<file path="src/rtl/muldiv_pkg.sv">
// Shared definitions for the multiply/divide issue sequencer.
package muldiv_pkg;

    // Sequencer states
    typedef enum logic [1:0] {
        S_IDLE  = 2'd0,
        S_CLEAR = 2'd1,
        S_WAIT  = 2'd2
    } seq_state_t;

    // Unit HDControl encodings
    localparam logic OP_MULT = 1'b0;
    localparam logic OP_DIV  = 1'b1;

    // Accept-edge to commit-edge latencies
    localparam int unsigned MULT_LATENCY = 36;
    localparam int unsigned DIV0_LATENCY = 3;

    // A finished operation updates HI/LO unless it is a divide by zero
    function automatic logic commit_ok(input logic op, input logic divby0);
        return (op == OP_MULT) || !divby0;
    endfunction

endpackage

</file>
<file path="src/rtl/hilo_regs.sv">
// Architectural HI/LO registers: unit commit port plus MTHI/MTLO write port.
// A commit takes priority over a same-cycle MTHI/MTLO write.
module hilo_regs (
    input  logic        clock,
    input  logic        reset,
    input  logic        i_commit,
    input  logic [31:0] i_commit_hi,
    input  logic [31:0] i_commit_lo,
    input  logic        i_wr_hi,
    input  logic        i_wr_lo,
    input  logic [31:0] i_wr_data,
    output logic [31:0] o_hi,
    output logic [31:0] o_lo
);

    logic [31:0] r_hi;
    logic [31:0] r_lo;

    // HI/LO update: commit first, otherwise independent MTHI/MTLO strobes
    always_ff @(posedge clock) begin
        if (reset) begin
            r_hi <= '0;
            r_lo <= '0;
        end else if (i_commit) begin
            r_hi <= i_commit_hi;
            r_lo <= i_commit_lo;
        end else begin
            if (i_wr_hi) r_hi <= i_wr_data;
            if (i_wr_lo) r_lo <= i_wr_data;
        end
    end

    assign o_hi = r_hi;
    assign o_lo = r_lo;

endmodule

</file>
<file path="src/rtl/muldiv_seq.sv">
// Issue-side sequencer for the iterative multiply/divide unit.
// Captures a MULT/DIV request, resets the unit for one cycle, waits for Done,
// then commits into HI/LO or flags divide-by-zero.
// Optional watchdog: define MULDIV_SEQ_TIMEOUT_EN to abort WAIT after
// TIMEOUT_CYCLES cycles; otherwise WAIT is unbounded and timeout is tied 0.
module muldiv_seq
    import muldiv_pkg::*;
#(
    parameter int unsigned TIMEOUT_CYCLES = 1024
) (
    input  logic        clock,
    input  logic        reset,
    input  logic        req_valid,
    input  logic        req_op,
    input  logic [31:0] req_a,
    input  logic [31:0] req_b,
    output logic        req_ready,
    input  logic        wr_hi,
    input  logic        wr_lo,
    input  logic [31:0] wr_data,
    output logic        md_op,
    output logic [31:0] md_a,
    output logic [31:0] md_b,
    output logic        md_rst,
    input  logic [31:0] md_hi,
    input  logic [31:0] md_lo,
    input  logic        md_divby0,
    input  logic        md_done,
    output logic [31:0] hi,
    output logic [31:0] lo,
    output logic        busy,
    output logic        op_done,
    output logic        div0_exc,
    output logic        timeout
);

    seq_state_t  r_state;
    logic        r_md_op;
    logic [31:0] r_md_a;
    logic [31:0] r_md_b;
    logic        r_op_done;
    logic        r_div0_exc;
    logic        r_timeout;

    logic        w_commit;
    logic        w_wr_hi;
    logic        w_wr_lo;

    assign w_commit = (r_state == S_WAIT) && md_done && commit_ok(r_md_op, md_divby0);
    assign w_wr_hi  = (r_state == S_IDLE) && wr_hi;
    assign w_wr_lo  = (r_state == S_IDLE) && wr_lo;

`ifdef MULDIV_SEQ_TIMEOUT_EN
    logic [31:0] r_wdog;
    logic        r_abort;
    logic        w_expire;

    // Count reaches the limit at the edge ending the last permitted WAIT cycle
    assign w_expire = ((r_wdog + 32'd1) == TIMEOUT_CYCLES);
`else
    logic w_unused_timeout_cfg;

    assign w_unused_timeout_cfg = |TIMEOUT_CYCLES;
`endif

    // Sequencer FSM with registered operand capture and result pulses
    always_ff @(posedge clock) begin
        if (reset) begin
            r_state    <= S_IDLE;
            r_md_op    <= OP_MULT;
            r_md_a     <= '0;
            r_md_b     <= '0;
            r_op_done  <= 1'b0;
            r_div0_exc <= 1'b0;
            r_timeout  <= 1'b0;
`ifdef MULDIV_SEQ_TIMEOUT_EN
            r_wdog     <= '0;
            r_abort    <= 1'b0;
`endif
        end else begin
            r_op_done  <= 1'b0;
            r_div0_exc <= 1'b0;
            r_timeout  <= 1'b0;
            case (r_state)
                S_IDLE: begin
                    if (req_valid) begin
                        r_md_op <= req_op;
                        r_md_a  <= req_a;
                        r_md_b  <= req_b;
                        r_state <= S_CLEAR;
                    end
                end
                S_CLEAR: begin
`ifdef MULDIV_SEQ_TIMEOUT_EN
                    // CLEAR doubles as the unit reset after a watchdog abort
                    if (r_abort) begin
                        r_abort <= 1'b0;
                        r_state <= S_IDLE;
                    end else begin
                        r_wdog  <= '0;
                        r_state <= S_WAIT;
                    end
`else
                    r_state <= S_WAIT;
`endif
                end
                S_WAIT: begin
                    if (md_done) begin
                        if (commit_ok(r_md_op, md_divby0)) r_op_done <= 1'b1;
                        else                               r_div0_exc <= 1'b1;
                        r_state <= S_IDLE;
                    end
`ifdef MULDIV_SEQ_TIMEOUT_EN
                    else if (w_expire) begin
                        r_timeout <= 1'b1;
                        r_abort   <= 1'b1;
                        r_state   <= S_CLEAR;
                    end else begin
                        r_wdog <= r_wdog + 32'd1;
                    end
`endif
                end
                default: r_state <= S_IDLE;
            endcase
        end
    end

    hilo_regs u_hilo (
        .clock       (clock),
        .reset       (reset),
        .i_commit    (w_commit),
        .i_commit_hi (md_hi),
        .i_commit_lo (md_lo),
        .i_wr_hi     (w_wr_hi),
        .i_wr_lo     (w_wr_lo),
        .i_wr_data   (wr_data),
        .o_hi        (hi),
        .o_lo        (lo)
    );

    assign req_ready = (r_state == S_IDLE) && !reset;
    assign busy      = (r_state != S_IDLE);
    assign md_rst    = reset || (r_state == S_CLEAR);
    assign md_op     = r_md_op;
    assign md_a      = r_md_a;
    assign md_b      = r_md_b;
    assign op_done   = r_op_done;
    assign div0_exc  = r_div0_exc;
    assign timeout   = r_timeout;

endmodule

</file>
<file path="config.mk">
export PLATFORM = sky130hd
export DESIGN_NAME = muldiv_seq
export DESIGN_NICKNAME = d
export VERILOG_FILES = /design/src/rtl/muldiv_pkg.sv /design/src/rtl/hilo_regs.sv /design/src/rtl/muldiv_seq.sv
export SDC_FILE = /design/constraint.sdc
export NUM_CORES = 1
export LEC_CHECK = 0
export CAP_MARGIN = 20
export CELL_PAD_IN_SITES_DETAIL_PLACEMENT = 0
export CELL_PAD_IN_SITES_GLOBAL_PLACEMENT = 1
export CORE_MARGIN = 5
export CORE_UTILIZATION = 26
export DETAILED_ROUTE_END_ITERATION = 16
export PLACE_DENSITY = 0.83
export SLEW_MARGIN = 20
export SYNTH_ARGS = -nofsm -noshare
export SYNTH_HDL_FRONTEND = slang
export SYNTH_SLANG_ARGS = --single-unit
</file>
<file path="constraint.sdc">
create_clock -name clock -period 1.2 [get_ports clock]
set_input_delay 0.12 -clock clock [delete_from_list [all_inputs] [get_ports clock]]
set_output_delay 0.12 -clock clock [all_outputs]
set_load 0.02 [all_outputs]
</file>
Yosys cells after proc, flatten, opt, wreduce, memory -nomap -nowiden
Index checks and enable logic that the tools add are counted.
{ "word_totals": {"output_inout_bits": 135, "regBits": 133} }
{ "classes": {"n_eq_ne": 4, "mux": 9, "bitwise": 3, "reduce_logical": 16} }
{ "op_table": {"columns": ["operator", "count"], "rows": [
  ["two-way mux 32 bit", 4],
  ["case mux 2 bit (3 select lines)", 1],
  ["nonzero test 2 bit", 3],
  ["logical AND 1 bit", 5],
  ["two-way mux 2 bit", 2],
  ["!= test 2 bit, second input constant", 2],
  ["AND reduction 2 bit", 2],
  ["NOT 1 bit", 3],
  ["OR reduction 3 bit", 1],
  ["== test 2 x 1 -> 1 bit, second input constant", 1],
  ["== test 2 bit, second input constant", 1],
  ["zero test 1 bit", 2],
  ["zero test 2 bit", 1],
  ["logical OR 1 bit", 2],
  ["two-way mux 1 bit", 2]
]} }

Depth between registers and ports, before layout
{ "depth": {"depth_word": 4, "depth_mapped": 6, "mapped_depth_nobuf": 3} }

By module
Synthesis repeated with hierarchy kept, for this count alone.
{ "unflattened": {"hier_cells": 590, "area_unflattened_um2": 6321.1} }
{ "modules_own_cells": {"columns": ["module", "cells_per_inst", "seq_area_each_um2", "n_inst", "area_each_um2"], "rows": [
  ["hilo_regs", 285, 1281.2, 1, 3229.3],
  ["muldiv_seq", 305, 1381.3, 1, 3091.7]
]} }

Worst setup path after synthesis
OpenSTA, ideal clock, no wires.
{ "synth_timing": {"path_kind": "register -> register", "startpoint": "register r_state[1]", "endpoint": "register r_state[0]", "arrival_time_ps": 1361, "synth_period_minus_slack_ps": 1421, "slack_ps": -221, "path_stages_with_launch": 5, "cell_sequence": "dfxtp_1 clkbuf_1 or2_2 nor2_1 and2_1"} }
{ "synth_via": {"elab_chain_len": 3} }
{ "synth_rtl": {"columns": ["element", "line", "source"], "rows": [
  ["from (decl)", "muldiv_seq.sv:37", "seq_state_t r_state;"],
  ["from (signal assigned)", "muldiv_seq.sv:69", "r_state <= S_IDLE;"],
  ["from (signal assigned)", "muldiv_seq.sv:90", "r_state <= S_CLEAR;"],
  ["from (signal assigned)", "muldiv_seq.sv:104", "r_state <= S_WAIT;"],
  ["== test 2 bit or zero test 2 bit (tied branches)", "muldiv_seq.sv:84", "case (r_state)"],
  ["!= test 2 bit (no line)", null, null],
  ["AND reduction 2 bit (no line)", null, null]
]} }
Parallel ways exist; a longest one is shown, timed or not.
A chain may end at the register's enable or synchronous reset.

Worst setup path in the final report
{ "layout_timing": {"startpoint": "register r_state[1]", "endpoint": "register r_md_a[3] (netlist: md_a[3])"} }
{ "layout_via": {"elab_chain_len": 2} }
{ "layout_rtl": {"columns": ["element", "line", "source"], "rows": [
  ["zero test 2 bit", "muldiv_seq.sv:84", null],
  ["AND reduction 2 bit (no line)", null, null],
  ["to (signal assigned)", "muldiv_seq.sv:88", "r_md_a <= req_a;"],
  ["to (decl)", "muldiv_seq.sv:39", "logic [31:0] r_md_a;"]
]} }
Every way passes these cells.

==> qor.csv <==
metric;value;unit
DR DRC count;0;
hold endpoint;r_state[0]$_SDFFE_PP0P_;
antenna fix cells;0;
largest net degree at the start of global routing;65;
WS Path Type;reg2reg;
Die X;164;um
Req. time, crit path;1.47;ns
crit path from;r_state[1]$_SDFFE_PP0P_;
DR vias/cell;5.25;
I/O pins;303;
Seq cells post-synth;133;
Wirelength per Cell;21.0;um
min cycle time layout;1.46;ns
grt met2 use;32.0;%
highest clock rate;687;MHz
drt total wl;28.5;mm
vias in the first global route;7134;
dpl hpwl;17.8;mm
max-cap violations;0;
top cells by area, synth;dfxtp_1 (43%), nand2_1 (12%), o2111ai_1 (9.1%);
Crit Path Max Fanout;19;
Synth Instances;730;
routability congestion estimate from global placement;0.809;
Synth Area per Inst;8.41;um2
Std-Cell Rows;56;
Crit path arrival time;1.73;ns
post-synthesis sequential area ratio;43.4;%
Leak;4.18;nW
Hold Path Class;in2reg;
CTS Root Cell;clkbuf_16;
Die Y;164;um
First-pass DRT Iterations;4;
Final Max Slew Viols;0;
fin worst setup slack;-0.257;ns
grt peak-use layer;met2;
RSZ-0062 raised after global routing;true;
Initial DRC Count;529;
Setup WS pre-CTS;-0.352;ns
hold depth;3;
Tcrit/Tclk final;121;%
clock latency on the worst-skew pair;0.42;ns
Global Route Usage Sum;19.8;%
CTS H-tree lvls;4;
total grt overflow;0;
met1 Resource Use GR;25.8;%
Ys Warns;0;
final hold violations;0;
cell taking the most area after synthesis;dfxtp_1;
# nets final;1196;
antenna violations before repair;0;
Critical R2R Launch;r_state[1]$_SDFFE_PP0P_;
top post-synthesis cells by count;nand2_1 (198), dfxtp_1 (133), a21oi_1 (66);
Cell Pwr Density;1230;nW/um2
Initial Util;26.3;%
r2r setup slk;-0.26;ns
die footprint;26800;um2
crit path capture type;register;
top-area cell type share of the netlist area;43.4;%
via count;7135;
area grow syn2layout;81.9;%
min-delay src;reset;
Max clock buf depth;2;
Final Util;47.8;%
most instantiated library cell after synthesis;nand2_1;
CTS buffer count;17;
status;finished with violations;
met3 Use GR;5.25;%
I/O Buffers;301;
antenna-violating nets left;0;
Fillers;2248;
worst-case vdd ir drop;0.987;mV
Final setup viols;132;
clock-pin slew on the worst setup and hold paths;0.07;ns
failing checks;negative setup slack;
first-pass GRT wire length;41.4;mm
Worst setup SP type;register;
mapped cell area;6140;um2
post-synth cell types;22;
Std-Cell Core Area;23300;um2
layout cells sized above 1;39.7;%
EDFF count, synth;0;
clk sinks;133;
CTS tree;yes;
Worst-Margin Slew;0.609;ns
hold buffer count at CTS;0;
syn nets;898;
clock skew;0.00906;ns
path depth of the worst reg2reg path;5;
R2R Path End;md_a[3]$_SDFFE_PP0P_;
Top FF cell, synth;dfxtp_1;
Post-synth ARST share;0;%
Rel. slew slack;59.4;%
==> critical path, stage by stage (launching register included) <==
cell and delay [ns]:
dfxtp_2 0.33, buf_8 0.13, or3b_4 0.49, clkbuf_16 0.22, nand2_1 0.07, a21oi_1 0.06
==> sequential cells by signal, indices dropped and copies added (netlist names) <==
name         flops
div0_exc         1
md_b            32
r_state          2
op_done          1
u_hilo.o_hi     32
u_hilo.o_lo     32
md_a            32
md_op            1
==> per-stage QoR <==
step / setup TNS, ns / hold WS, ns / total power, mW / cells / cell area (um2)
global placement: -38.08 / 0.440 / 8.44 / 1307 / 10200
global route: -34.36 / 0.0576 / 14.3 / 1360 / 11200
CTS: -23.45 / 0.0585 / 13.7 / 1354 / 11100
floorplan: -6.93 / 0.242 / 6.74 / 730 / 6810
finish: -26.50 / 0.0664 / 13.7 / 1360 / 11200
detailed placement: -40.38 / 0.447 / 8.47 / 1307 / 10200
==> worst max-delay path by stage <==
| stage | cells after the start | slack [ns] | to |
|---|---|---|---|
| global placement | 5 | -0.32 | md_b[11]$_SDFFE_PP0P_ |
| global route | 8 | -0.31 | u_hilo.o_lo[0]$_SDFFE_PP0P_ |
| floorplan | 6 | -0.09 | md_a[20]$_SDFFE_PP0P_ |
| CTS | 3 | -0.24 | req_ready |
| finish | 5 | -0.26 | md_a[3]$_SDFFE_PP0P_ |
| detailed placement | 5 | -0.35 | u_hilo.o_hi[28]$_SDFFE_PP0P_ |
==> metal layers <==
layer | wire length (um) | part of all wire [%]
met1 | 12400 | 43
met2 | 13400 | 47
met3 | 2140 | 7.5
met4 | 672 | 2.4
met5 | 0 | 0
==> final cells by class <==
class	count	area, um2	area share, %
Inverter	1	5.00	0.0448
Clock buffer	17	425	3.81
Multi-Input combinational cell	505	3910	35.0
Sequential cell	133	2680	24.0
Tap cell	319	399	3.58
Clock inverter	15	134	1.20
Timing Repair Buffer	370	3610	32.3
==> kinds of logic after synthesis <==
family          Yosys count  synth area share (%)
flops                   133                  43.4
other cells               1                0.0611
simple gates            246                  17.0
buf+inv                  92                  8.10
compound gates          258                  31.5
==> where the power goes <==
group	switching (mW)	total (mW)	internal, mW
Sequential	0.254	5.01	4.75
Combinational	1.90	3.55	1.65
Clock	2.40	5.14	2.74
==> placed cells by master (no fill, tap or decap), types with 21 or more instances in the layout <==
| cell | netlist | final |
|---|---|---|
| dfxtp_1 | 133 | 126 |
| o2111ai_1 | 64 | 21 |
| nand2_2 | 0 | 28 |
| clkbuf_16 | 0 | 22 |
| buf_4 | 10 | 28 |
| a22oi_1 | 64 | 54 |
| clkbuf_2 | 0 | 31 |
| nor2b_1 | 34 | 26 |
| o221ai_2 | 0 | 52 |
| buf_2 | 25 | 64 |
| o2111ai_2 | 0 | 43 |
| a21oi_1 | 66 | 66 |
| nand2_1 | 198 | 151 |
| clkdlybuf4s50_1 | 0 | 166 |
| clkdlybuf4s15_2 | 0 | 33 |
==> what timing repair did <==
action | CTS | global route
endpoints found under the setup margin | 264 | 188
setup buffers | 8 | 2
pin swaps | 2 | 51
gates cloned | 7 | 6
gates resized for setup | 469 | 128
hold endpoints to repair | 0 | 0
Note: power is estimated with default switching activity, not from simulation.
